### config.mk
export PLATFORM = sky130hd
export DESIGN_NAME = input_debouncer_flat
export DESIGN_NICKNAME = d
export VERILOG_FILES = /design/src/rtl/input_debouncer_if.sv /design/src/rtl/input_debouncer.sv /design/src/flat_wrapper.sv
export SDC_FILE = /design/constraint.sdc
export NUM_CORES = 1
export LEC_CHECK = 0
export CAP_MARGIN = 20
export CELL_PAD_IN_SITES_DETAIL_PLACEMENT = 1
export CELL_PAD_IN_SITES_GLOBAL_PLACEMENT = 1
export CORE_AREA = 5 5 42 44
export CTS_BUF_LIST = sky130_fd_sc_hd__clkbuf_8 sky130_fd_sc_hd__clkbuf_16
export DETAILED_ROUTE_END_ITERATION = 10
export DIE_AREA = 0 0 47 49
export PLACE_DENSITY = 0.54
export SLEW_MARGIN = 15
export SYNTH_ARGS = -nofsm -noshare
export SYNTH_HDL_FRONTEND = slang
export SYNTH_SLANG_ARGS = --single-unit
export TNS_END_PERCENT = 30
### constraint.sdc
create_clock -name clk -period 3.03 [get_ports clk]
set_input_delay 0.606 -clock clk [delete_from_list [all_inputs] [get_ports clk]]
set_output_delay 0.606 -clock clk [all_outputs]
set_load 0.03 [all_outputs]
### src/rtl/input_debouncer_if.sv
// Signal bundle between the debouncer and its user: raw input and clear in,
// debounced level, edge strobes and busy flag out.
interface input_debouncer_if;
    logic clear_i;
    logic raw_i;
    logic level_o;
    logic rise_o;
    logic fall_o;
    logic busy_o;

    modport master (
        output clear_i,
        output raw_i,
        input  level_o,
        input  rise_o,
        input  fall_o,
        input  busy_o
    );

    modport slave (
        input  clear_i,
        input  raw_i,
        output level_o,
        output rise_o,
        output fall_o,
        output busy_o
    );
endinterface

### src/rtl/input_debouncer.sv
// Synchronises a raw asynchronous input into clk and filters it with a
// stability counter, publishing a registered level plus rise/fall strobes.
module input_debouncer #(
    parameter int unsigned SYNC_STAGES     = 2,
    parameter int unsigned DEBOUNCE_CYCLES = 4
) (
    input logic               clk,
    input logic               reset_async,
    input_debouncer_if.slave  bus
);
    localparam int unsigned CW = $clog2(DEBOUNCE_CYCLES + 1);
    localparam logic [CW-1:0] CNT_LAST = CW'(DEBOUNCE_CYCLES - 1);

    logic [SYNC_STAGES-1:0] r_sync;
    logic [CW-1:0]          r_cnt;
    logic                   r_level;
    logic                   r_rise;
    logic                   r_fall;

    logic                   w_sync_q;
    logic [CW-1:0]          w_cnt_nxt;
    logic                   w_level_nxt;
    logic                   w_rise_nxt;
    logic                   w_fall_nxt;

    // Plain shift chain; clear_i deliberately does not touch it.
    always_ff @(posedge clk or posedge reset_async) begin
        if (reset_async) begin
            r_sync <= '0;
        end else begin
            r_sync <= {r_sync[SYNC_STAGES-2:0], bus.raw_i};
        end
    end

    assign w_sync_q = r_sync[SYNC_STAGES-1];

    always_comb begin
        w_cnt_nxt   = r_cnt;
        w_level_nxt = r_level;
        w_rise_nxt  = 1'b0;
        w_fall_nxt  = 1'b0;
        if (bus.clear_i) begin
            w_cnt_nxt   = '0;
            w_level_nxt = 1'b0;
        end else if (w_sync_q == r_level) begin
            w_cnt_nxt = '0;
        end else if (r_cnt == CNT_LAST) begin
            w_level_nxt = w_sync_q;
            w_cnt_nxt   = '0;
            w_rise_nxt  = w_sync_q;
            w_fall_nxt  = ~w_sync_q;
        end else begin
            w_cnt_nxt = r_cnt + 1'b1;
        end
    end

    always_ff @(posedge clk or posedge reset_async) begin
        if (reset_async) begin
            r_cnt   <= '0;
            r_level <= 1'b0;
            r_rise  <= 1'b0;
            r_fall  <= 1'b0;
        end else begin
            r_cnt   <= w_cnt_nxt;
            r_level <= w_level_nxt;
            r_rise  <= w_rise_nxt;
            r_fall  <= w_fall_nxt;
        end
    end

    assign bus.level_o = r_level;
    assign bus.rise_o  = r_rise;
    assign bus.fall_o  = r_fall;
    assign bus.busy_o  = (r_cnt != '0);
endmodule

### src/flat_wrapper.sv
// flat-port wrapper written by rule: the top's interface ports become plain ports
module input_debouncer_flat 
#(
    parameter int unsigned SYNC_STAGES     = 2,
    parameter int unsigned DEBOUNCE_CYCLES = 4
)
  (clk, reset_async, bus_clear_i, bus_raw_i, bus_level_o, bus_rise_o, bus_fall_o, bus_busy_o);
  input_debouncer_if bus_i ();
  input logic clk;
  input logic reset_async;
  input wire logic [$bits(bus_i.clear_i)-1:0] bus_clear_i;
  input wire logic [$bits(bus_i.raw_i)-1:0] bus_raw_i;
  output wire logic [$bits(bus_i.level_o)-1:0] bus_level_o;
  output wire logic [$bits(bus_i.rise_o)-1:0] bus_rise_o;
  output wire logic [$bits(bus_i.fall_o)-1:0] bus_fall_o;
  output wire logic [$bits(bus_i.busy_o)-1:0] bus_busy_o;
  assign bus_i.clear_i = bus_clear_i;
  assign bus_i.raw_i = bus_raw_i;
  assign bus_level_o = bus_i.level_o;
  assign bus_rise_o = bus_i.rise_o;
  assign bus_fall_o = bus_i.fall_o;
  assign bus_busy_o = bus_i.busy_o;
  input_debouncer #(.SYNC_STAGES(SYNC_STAGES), .DEBOUNCE_CYCLES(DEBOUNCE_CYCLES)) u_core (.clk(clk), .reset_async(reset_async), .bus(bus_i));
endmodule
==> qor.csv <==
metric,value,unit
worst hold path type,flop to flop,
Leakage,0.198,nW
# resized after CTS,0,
crit path time final,2.16,ns
Post-CTS Repair Setup Buffers,0,
Post-Synth Simple-Gate Area,0.251,
Reg power frac,0.437,
die width,47,um
Mean Syn Cell Area,13.4,um2
M1 WL,283,um
met2 wire len,303,um
DIE AREA,2300,um2
R2R cell count,3,
Sw Pwr,0.0525,mW
n_diodes,0,
clk slew on worst S/H paths,0.04,ns
max layer used,met4,
CP max FO,3,
total congestion overflow,0,
drt via density,4.49,
r2r startpoint,u_core.r_cnt[0]$_DFF_PP0_,
RSZ-0062 raised after global routing,false,
CP Launch Type,flop,
hold slack,0.374,ns
ANT nets after route,0,
first-pass GRT wire length,1.17,mm
final cell count without fillers,51,
Die Ht,49,um
DRT iter0 DRCs,1,
Logic pwr share,0.070,
main combinational cell family by area after synthesis,simple AND/OR/NAND/NOR gates,
"FF+latch count, synth",8,
CP arrival,1.55,ns
layout cell share with drive strength beyond 1,0.114,
TritonCTS clock tree,yes,
vias in the first global route,272,
worst path required time,2.42,ns
worst hold path startpoint,u_core.r_sync[0]$_DFF_PP0_,
I/O pins,8,
number of remaining DRC errors,0,
initial antenna violation count,0,
CP Buf/Inv Count,2,
Top delay family on crit path,buffers and inverters,
GRT Total Usage,0.0759,
Slew @ Worst Pin,0.340,ns
Synth Cell Area,334,um2
worst reg-to-reg setup slack,1.93,ns
Max Root-Sink Buffers,2,
DR vias,229,
core area,1400,um2
Final WS setup,0.870,ns
gpl congestion,0.641,
synth-to-layout area growth,39.3,%
Synth Warn #,0,
MaxCap Viol Count,0,
Crit path largest cell delay,0.66,ns
root buffer cell,clkbuf_8,
Max Slew Vio Count,0,
DP Cell Count,48,
Slowest cell on crit path,clkdlybuf4s50_1,
clock sinks,8,
Post-Synth XOR/XNOR Area,0.0262,
final setup violation count,0,
cell area after layout,465,um2
Core Rows,14,
H-tree Lvls,1,
clock share of power,0.494,
final hold vios,0,
post-synthesis mux area share,0,
final setup TNS,0,ns
TritonCTS Buffers,3,
NumNets Final,43,
dpl ws,1.09,ns
"commonest non-fill, non-tap cell in the layout",dfrtp_1,
clk_lat worst skew,0.23,ns
internal power,0.205,mW
DPL Wire Length,507,um
crit share post-route,0.713,
drt pass-1 iters,2,
Crit Path Class,flop to output port,
utilization after layout,0.332,
"Critical Path, Cell by Cell",inv_1 -> ha_1 -> nand2b_1 -> clkdlybuf4s50_1,
pwr/cell area,553,nW/um2
Switching Fraction,0.204,
PortBufs,7,
compound-gate portion of the synthesized area,0.0150,
endpoint class of the critical path,output port,
CTS Hold Bufs,0,
Netlist cell types,13,
Hold Path End,u_core.r_sync[1]$_DFF_PP0_,
Max Clk Rate,463,MHz
Pwr Total,0.257,mW
syn_nets,31,
reg2reg end,u_core.r_cnt[0]$_DFF_PP0_,
Synth Instances,25,
largest net degree at the start of global routing,9,
Hold Path Stages,0,
drt total wl,654,um
Setup Skew,0.00194,ns
Synth Area in Adders,0.0749,
met3 WL post-DR,38,um
Starting Density,0.238,
WL per Instance,12.8,um
"Seq/Total Area, Yosys",0.599,
Placed Area,424,um2
most frequent cells in the layout,"dfrtp_1, clkdlybuf4s50_1, inv_1, clkbuf_8",
Peak VDD IR,0.218,mV
status,finished clean,
Slew HR,0.771,
[state kept, by name, summed over array words and instances (netlist names)]
name / flops
u_core.r_sync: 2
u_core.bus.level_o: 1
u_core.bus.rise_o: 1
u_core.r_cnt: 3
u_core.bus.fall_o: 1
[power by group through the flow]
stage | sequential (mW) | clock, mW | combinational [mW]
2_1_floorplan | 0.113 | 0 | 0.00893
3_3_place_gp | 0.113 | 0 | 0.0181
3_5_place_dp | 0.114 | 0 | 0.0184
4_1_cts | 0.112 | 0.133 | 0.0184
5_1_grt | 0.112 | 0.141 | 0.0202
6_report | 0.112 | 0.127 | 0.0179
[synthesized netlist by cell type (all sizes together)]
library cell	n	area (um2)
nor4b	3	32.5
nor2b	1	6.26
ha	2	25.0
or2b	1	7.51
o21ai	1	5.00
nand4bb	1	11.3
inv	3	11.3
dfrtp	8	200
nand2b	2	12.5
nor4	1	6.26
xnor2	1	8.76
nor3b	1	7.51
[layout make-up]
class | instances | area, um2
Clock buffer | 3 | 41.3
Fill cell | 163 | 936
Inverter | 3 | 11.3
Multi-Input combinational cell | 14 | 123
Sequential cell | 8 | 200
Tap cell | 16 | 20.0
Timing Repair Buffer | 7 | 70.1
[kinds of logic after synthesis]
kind of cell | Yosys count
adders and majority gates | 2
and+or+nand+nor | 10
xor gates and xnor gates | 1
AOI/OAI and AO/OA | 1
DFF | 8
buffers and inverters | 3
[worst max path at each step]
stage	from	slack, ns	depth (start not counted)	endpoint
floorplan	u_core.r_cnt[0]$_DFF_PP0_	1.62	3	bus_busy_o
global placement	u_core.r_cnt[0]$_DFF_PP0_	1.11	4	bus_busy_o
detailed placement	u_core.r_cnt[0]$_DFF_PP0_	1.09	4	bus_busy_o
CTS	u_core.r_cnt[0]$_DFF_PP0_	0.84	4	bus_busy_o
global route	u_core.r_cnt[0]$_DFF_PP0_	0.79	4	bus_busy_o
finish	u_core.r_cnt[0]$_DFF_PP0_	0.87	4	bus_busy_o
[worst reg2reg max path: cells and delay by family (launching register included)]
family / cells / cell delay (ns)
simple gates: 2 / 0.35
flops: 1 / 0.39
fa+ha+maj: 1 / 0.26
[metal layers]
metal,track usage,up-vias
met5,0,-
met4,0.0553,0
met3,0.0443,3
met2,0.0928,8
met1,0.0944,111
li1,-,107
Note: power is estimated with default switching activity, not from simulation.
